`config.mk`:
```
export PLATFORM = sky130hd
export DESIGN_NAME = vadd_sat_pipe
export DESIGN_NICKNAME = d
export VERILOG_FILES = /design/src/rtl/vadd_sat_pipe.sv
export SDC_FILE = /design/constraint.sdc
export NUM_CORES = 1
export LEC_CHECK = 0
export ABC_AREA = 1
export CAP_MARGIN = 20
export CORE_MARGIN = 1
export CORE_UTILIZATION = 35
export DETAILED_ROUTE_END_ITERATION = 10
export DONT_BUFFER_PORTS = 1
export HOLD_SLACK_MARGIN = 0.12
export PLACE_DENSITY_LB_ADDON = 0.3
export SLEW_MARGIN = 15
export SYNTH_ARGS = -nofsm -noshare
export SYNTH_HDL_FRONTEND = slang
export SYNTH_SLANG_ARGS = --single-unit
```
`constraint.sdc`:
```
create_clock -name clk -period 7.54 [get_ports clk]
set_clock_uncertainty 0.05 [all_clocks]
set_input_delay 1.131 -clock clk [delete_from_list [all_inputs] [get_ports clk]]
set_output_delay 1.131 -clock clk [all_outputs]
set_load 0.01 [all_outputs]
```
`src/rtl/vadd_sat_pipe.sv`:
```
// Two-stage SEW-partitioned vector add/sub with carry masks and saturation.
// Stage 1 forms raw byte-lane sums; stage 2 saturates and forms carry-out.
module vadd_sat_pipe #(
    parameter int DATA_WIDTH = 64,
    parameter int SEW_WIDTH  = 2,
    parameter int OP_WIDTH   = 4,
    parameter int MASK_WIDTH = DATA_WIDTH / 8
) (
    input  logic                  clk,
    input  logic                  rst,
    input  logic                  in_valid,
    output logic                  in_ready,
    input  logic [DATA_WIDTH-1:0] vec0,
    input  logic [DATA_WIDTH-1:0] vec1,
    input  logic [MASK_WIDTH-1:0] cin_mask,
    input  logic [SEW_WIDTH-1:0]  sew,
    input  logic [OP_WIDTH-1:0]   op,
    output logic                  out_valid,
    input  logic                  out_ready,
    output logic [DATA_WIDTH-1:0] result,
    output logic [MASK_WIDTH-1:0] cout_mask,
    output logic                  vxsat,
    input  logic                  vxsat_clr
);

    localparam int NB = MASK_WIDTH;

    localparam logic [OP_WIDTH-1:0] OP_ADD   = OP_WIDTH'(0);
    localparam logic [OP_WIDTH-1:0] OP_SUB   = OP_WIDTH'(1);
    localparam logic [OP_WIDTH-1:0] OP_RSUB  = OP_WIDTH'(2);
    localparam logic [OP_WIDTH-1:0] OP_ADC   = OP_WIDTH'(3);
    localparam logic [OP_WIDTH-1:0] OP_SBC   = OP_WIDTH'(4);
    localparam logic [OP_WIDTH-1:0] OP_SADDU = OP_WIDTH'(5);
    localparam logic [OP_WIDTH-1:0] OP_SADD  = OP_WIDTH'(6);
    localparam logic [OP_WIDTH-1:0] OP_SSUBU = OP_WIDTH'(7);
    localparam logic [OP_WIDTH-1:0] OP_SSUB  = OP_WIDTH'(8);

    function automatic logic bit_at(input logic [DATA_WIDTH-1:0] v,
                                    input int k);
        return |((v >> k) & DATA_WIDTH'(1));
    endfunction

    logic                  v1_q, v2_q;
    logic                  adv1, adv2;
    logic [DATA_WIDTH-1:0] sum1_q, sum1_d;
    logic [NB-1:0]         cy1_q, cy1_d;
    logic [NB-1:0]         xs1_q, xs1_d;
    logic [NB-1:0]         ys1_q, ys1_d;
    logic [OP_WIDTH-1:0]   op1_q;
    logic [SEW_WIDTH-1:0]  sew1_q;
    logic [DATA_WIDTH-1:0] result_q, result_d;
    logic [NB-1:0]         cout_q, cout_d;
    logic                  sat_q, sat_d;
    logic                  vxsat_q;

    assign adv2      = !v2_q || out_ready;
    assign adv1      = !v1_q || adv2;
    assign in_ready  = adv1;
    assign out_valid = v2_q;
    assign result    = result_q;
    assign cout_mask = cout_q;
    assign vxsat     = vxsat_q;

    // Subtraction is a + ~b + 1 - c, so borrow-in becomes an inverted carry-in.
    always_comb begin
        logic [DATA_WIDTH-1:0] x, y;
        logic sub_in, cin, cy;
        int span, e;
        sub_in = op inside {OP_SUB, OP_SBC, OP_SSUBU, OP_SSUB};
        x = vec0;
        y = vec1;
        if (op == OP_RSUB) begin
            x = vec1;
            y = ~vec0;
        end else if (sub_in) begin
            y = ~vec1;
        end
        sum1_d = '0;
        cy1_d  = '0;
        xs1_d  = '0;
        ys1_d  = '0;
        cy     = 1'b0;
        span   = 1 << sew;
        for (int i = 0; i < NB; i++) begin
            e = i >> sew;
            if ((i & (span - 1)) == 0) begin
                cin = 1'b0;
                if (op == OP_ADC)
                    cin = bit_at(DATA_WIDTH'(cin_mask), e);
                else if (op == OP_SBC)
                    cin = !bit_at(DATA_WIDTH'(cin_mask), e);
                else if (sub_in || op == OP_RSUB)
                    cin = 1'b1;
            end else begin
                cin = cy;
            end
            {cy, sum1_d[i*8 +: 8]} = {1'b0, x[i*8 +: 8]}
                                   + {1'b0, y[i*8 +: 8]} + 9'(cin);
            cy1_d[i] = cy;
            xs1_d[i] = x[i*8+7];
            ys1_d[i] = y[i*8+7];
        end
    end

    // Each byte looks up its element's top lane for carry and sign decisions.
    always_comb begin
        logic sub1, rsvd1, ovf, cyl, xsl, ysl, rsl;
        logic [7:0] satb;
        int span, l;
        sub1  = op1_q inside {OP_SUB, OP_RSUB, OP_SBC, OP_SSUBU, OP_SSUB};
        rsvd1 = op1_q > OP_SSUB;
        result_d = '0;
        cout_d   = '0;
        sat_d    = 1'b0;
        span     = 1 << sew1_q;
        for (int i = 0; i < NB; i++) begin
            l   = i | (span - 1);
            cyl = bit_at(DATA_WIDTH'(cy1_q), l);
            xsl = bit_at(DATA_WIDTH'(xs1_q), l);
            ysl = bit_at(DATA_WIDTH'(ys1_q), l);
            rsl = bit_at(sum1_q, l * 8 + 7);
            ovf = 1'b0;
            if (op1_q == OP_SADDU)
                ovf = cyl;
            else if (op1_q == OP_SSUBU)
                ovf = !cyl;
            else if (op1_q == OP_SADD || op1_q == OP_SSUB)
                ovf = (xsl == ysl) && (rsl != xsl);
            if (op1_q == OP_SADDU)
                satb = 8'hFF;
            else if (op1_q == OP_SSUBU)
                satb = 8'h00;
            else if (i == l)
                satb = xsl ? 8'h80 : 8'h7F;
            else
                satb = xsl ? 8'h00 : 8'hFF;
            if (rsvd1)
                result_d[i*8 +: 8] = 8'h00;
            else if (ovf)
                result_d[i*8 +: 8] = satb;
            else
                result_d[i*8 +: 8] = sum1_q[i*8 +: 8];
            sat_d = sat_d | ovf;
        end
        for (int j = 0; j < NB; j++) begin
            l = ((j + 1) << sew1_q) - 1;
            if (l < NB && !rsvd1) begin
                cyl = bit_at(DATA_WIDTH'(cy1_q), l);
                cout_d[j] = sub1 ? !cyl : cyl;
            end
        end
    end

    always_ff @(posedge clk or negedge rst) begin
        if (!rst) begin
            v1_q     <= 1'b0;
            v2_q     <= 1'b0;
            sum1_q   <= '0;
            cy1_q    <= '0;
            xs1_q    <= '0;
            ys1_q    <= '0;
            op1_q    <= OP_ADD;
            sew1_q   <= '0;
            result_q <= '0;
            cout_q   <= '0;
            sat_q    <= 1'b0;
            vxsat_q  <= 1'b0;
        end else begin
            if (adv1) begin
                v1_q <= in_valid;
                if (in_valid) begin
                    sum1_q <= sum1_d;
                    cy1_q  <= cy1_d;
                    xs1_q  <= xs1_d;
                    ys1_q  <= ys1_d;
                    op1_q  <= op;
                    sew1_q <= sew;
                end
            end
            if (adv2) begin
                v2_q <= v1_q;
                if (v1_q) begin
                    result_q <= result_d;
                    cout_q   <= cout_d;
                    sat_q    <= sat_d;
                end
            end
            if (v2_q && out_ready && sat_q)
                vxsat_q <= 1'b1;
            else if (vxsat_clr)
                vxsat_q <= 1'b0;
        end
    end

endmodule

```
==> results.tsv <==
metric	value	unit
multi_input_area	8380	um2
dr.pass1.iters	7	
powerDensity	265	nW/um2
gr-usage-all-layers	24.3	%
ys_warn_count	0	
worstPathArrival	13.70	ns
crit_fanout	4	
synth_top_area_cell	dfrtp_1	
io_pins	222	
grt_pass1_wl	72800	um
grt_max_degree	171	
dpl_cell_area	14900	um2
fp.dieArea	39600	um2
row_count	71	
mappedNetlistArea	13600	um2
initialDrtViolationCount	1058	
period_share	177	%
setup_viol	39	
leakagePower	8.22	nW
die_x	199	um
vias_per_cell	5.13	
ir_drop	0.134	mV
syn_avg_cell_area	6.65	um2
cts_made_buffers	17	
max_freq	74.7	MHz
hold_class	input pin to async pin	
diodes	0	
synth_area_leaders	dfrtp_1 (31%), nand2_1 (17%), o21ai_0 (14%)	
syn-num-nets	2273	
tightest_slew	1.12	ns
fin_area	16300	um2
vias	13710	
synth.yosys.seq_area_share	31.3	%
fillers	3942	
antenna_found_initial	1	
dp_hpwl	36200	um
finalHoldViolCount	0	
startpoint	op[3]	
cts.reportedPaths.clkPinSlew	0.07	ns
grt_setup_unrepaired	true	
critPathSlowestCell	fa_2	
numClockSinks	170	
end_kind	flip-flop	
setup_slack	-5.84	ns
synth_edf_count	0	
insertion_delay	0.45	ns
cts_tree	done	
ys_ff_latch	170	
die_h	199	um
cp-start-kind	input pin	
drv_slew	0	
cts_htree_levels	4	
netlist-cell-type-count	52	
post_drt_wl_per_cell	18.1	um
status	finished with violations	
port_buffers	0	
postLayoutCoreUtil	43.1	%
initial_core_util	35.8	%
hold_buffers	0	
maxCapViolCount	0	
final_net_count	2382	
pre_cts_ws	-6.31	ns
fin_crit	13.38	ns
failed_checks	setup timing	
route.detailed.drc	0	
synth_top_area_share	31.3	%
crit_type	input pin to flip-flop	
synth_cells	2041	
path_delay_family	adder cells	
globalplace.congestion	0.958	
regArea	4250	um2
synthArstFlopShare	100	%
relSlewSlack	25.6	%
synth_ff_type	dfrtp_1	
cts-root-buf	clkbuf_16	
cp_num_buf_inv	4	
worstPathRequired	7.86	ns
r2r_start	sew1_q[1]	
clk_path_buf_depth	2	
syn_to_final_growth	20.5	%
slowest_delay	0.38	ns
detail-route-antenna-nets	0	
wl	48300	um
grt_overflow_total	0	
grt_pass1_vias	12748	
drive_above_1_share	17.1	%
core	37900	um2
logic make-up (layout without fill, tap and decap cells):
logic type | after synthesis | in the layout | synth area share [%]
AO/OA/AOI/OAI | 508 | 508 | 20.0
XOR/XNOR | 32 | 32 | 2.07
adder cells (fa/ha/maj) | 85 | 85 | 8.72
buffers and inverters | 350 | 472 | 10.5
flip-flops | 170 | 170 | 31.3
multiplexers | 1 | 1 | 0.0738
AND/OR/NAND/NOR | 895 | 895 | 27.3
path summary, 6_finish.rpt:
path / cells after the start / slack [ns] / endpoint
min in group clk: 2 / 0.44 / ys1_q[6]
worst max-delay path: 85 / -5.84 / cy1_q[7]
worst max register to register: 16 / 3.25 / result[36]
worst min-delay path: 0 / 0.34 / result[24]
worst min register to register: 2 / 0.44 / ys1_q[6]
max in group asynchronous: 0 / 6.75 / sum1_q[55]
worst reg2reg max path, cell delays in order, from the launching register on:
cell and delay, ns:
dfrtp_1 0.46, inv_1 0.15, ha_1 0.16, buf_4 0.35
inv_2 0.28, ha_1 0.36, inv_1 0.61, nor2_2 0.24
nand2_1 0.14, nand2_1 0.11, nand2_1 0.08, nand2_1 0.07
nand2_1 0.09, nand3_2 0.31, o211ai_1 0.23, nand2_1 0.28
o21ai_0 0.26
metrics by stage:
stage | std cells | power, mW | hold slack (ns) | setup TNS [ns]
global placement | 2584 | 3.14 | 0.415 | -129.74
detailed placement | 2584 | 3.16 | 0.423 | -144.71
global route | 2674 | 4.64 | 0.310 | -150.07
CTS | 2643 | 4.25 | 0.311 | -117.59
floorplan | 2041 | 2.60 | 0.399 | -111.42
finish | 2674 | 4.33 | 0.335 | -126.09
repair_timing:
action,CTS,global route
gates resized for setup,31,64
pin swaps,7,29
setup endpoints to repair,41,44
buffers inserted,27,31
gates cloned,0,1
layer usage:
metal,global-route usage [%],part of all wire [%]
met1,32.1,45
met2,39.2,47
met3,5.70,6.4
met4,7.46,2.6
met5,0,0
Yosys cell counts (6+ instances only):
master,n
or2_2,9
fa_1,16
nand4_1,9
o21ai_1,19
nand2_2,12
nor2_1,109
inv_2,7
inv_1,244
nand3_1,87
nand3b_1,6
buf_4,6
xor2_1,27
a21oi_1,54
buf_2,29
dfrtp_1,170
clkbuf_1,52
nand3_2,9
nand2_1,632
ha_1,69
o21ai_0,378
o211ai_1,21
flip-flops by register name, summed over array words and instances, names as in the netlist:
register / flops
vxsat: 1
xs1_q: 8
sat_q: 1
ys1_q: 8
sew1_q: 2
cy1_q: 8
v1_q: 1
cout_mask: 8
op1_q: 4
sum1_q: 64
result: 64
out_valid: 1
power by group:
group | total [mW] | switching [mW] | internal (mW)
Clock | 1.01 | 0.410 | 0.604
Sequential | 1.54 | 0.324 | 1.22
Combinational | 1.78 | 1.07 | 0.710
cell usage in the layout, fill, tap and decap left out, types with 4 or more instances in the layout:
master and count:
bufinv_16 5, xor2_2 5, clkbuf_16 18, nand2_4 7
o21ai_0 314, nand3_1 81, buf_6 10, or2_2 9
nor2_2 7, o21ai_2 24, nor3_1 4, o21ai_1 60
ha_1 67, dfrtp_1 170, buf_4 175, nand2_2 25
nand3b_1 6, a31oi_1 5, a21o_1 5, nand2_1 615
nand3_2 14, a21oi_2 15, inv_2 8, o211ai_1 21
xor2_1 20, nand4_1 9, fa_2 16, nor2_1 106
xnor2_1 4, inv_1 242, a21oi_1 39
cell type report:
| cell class | instances | share of cell area, % |
|---|---|---|
| sequential | 170 | 26.0 |
| multi-input combinational | 1521 | 51.2 |
| timing repair buffer | 187 | 9.00 |
| inverter | 253 | 5.82 |
| clock inverter | 12 | 1.29 |
| tap | 511 | 3.91 |
| clock buffer | 20 | 2.73 |
No activity file was read; power rests on OpenSTA's default activity.
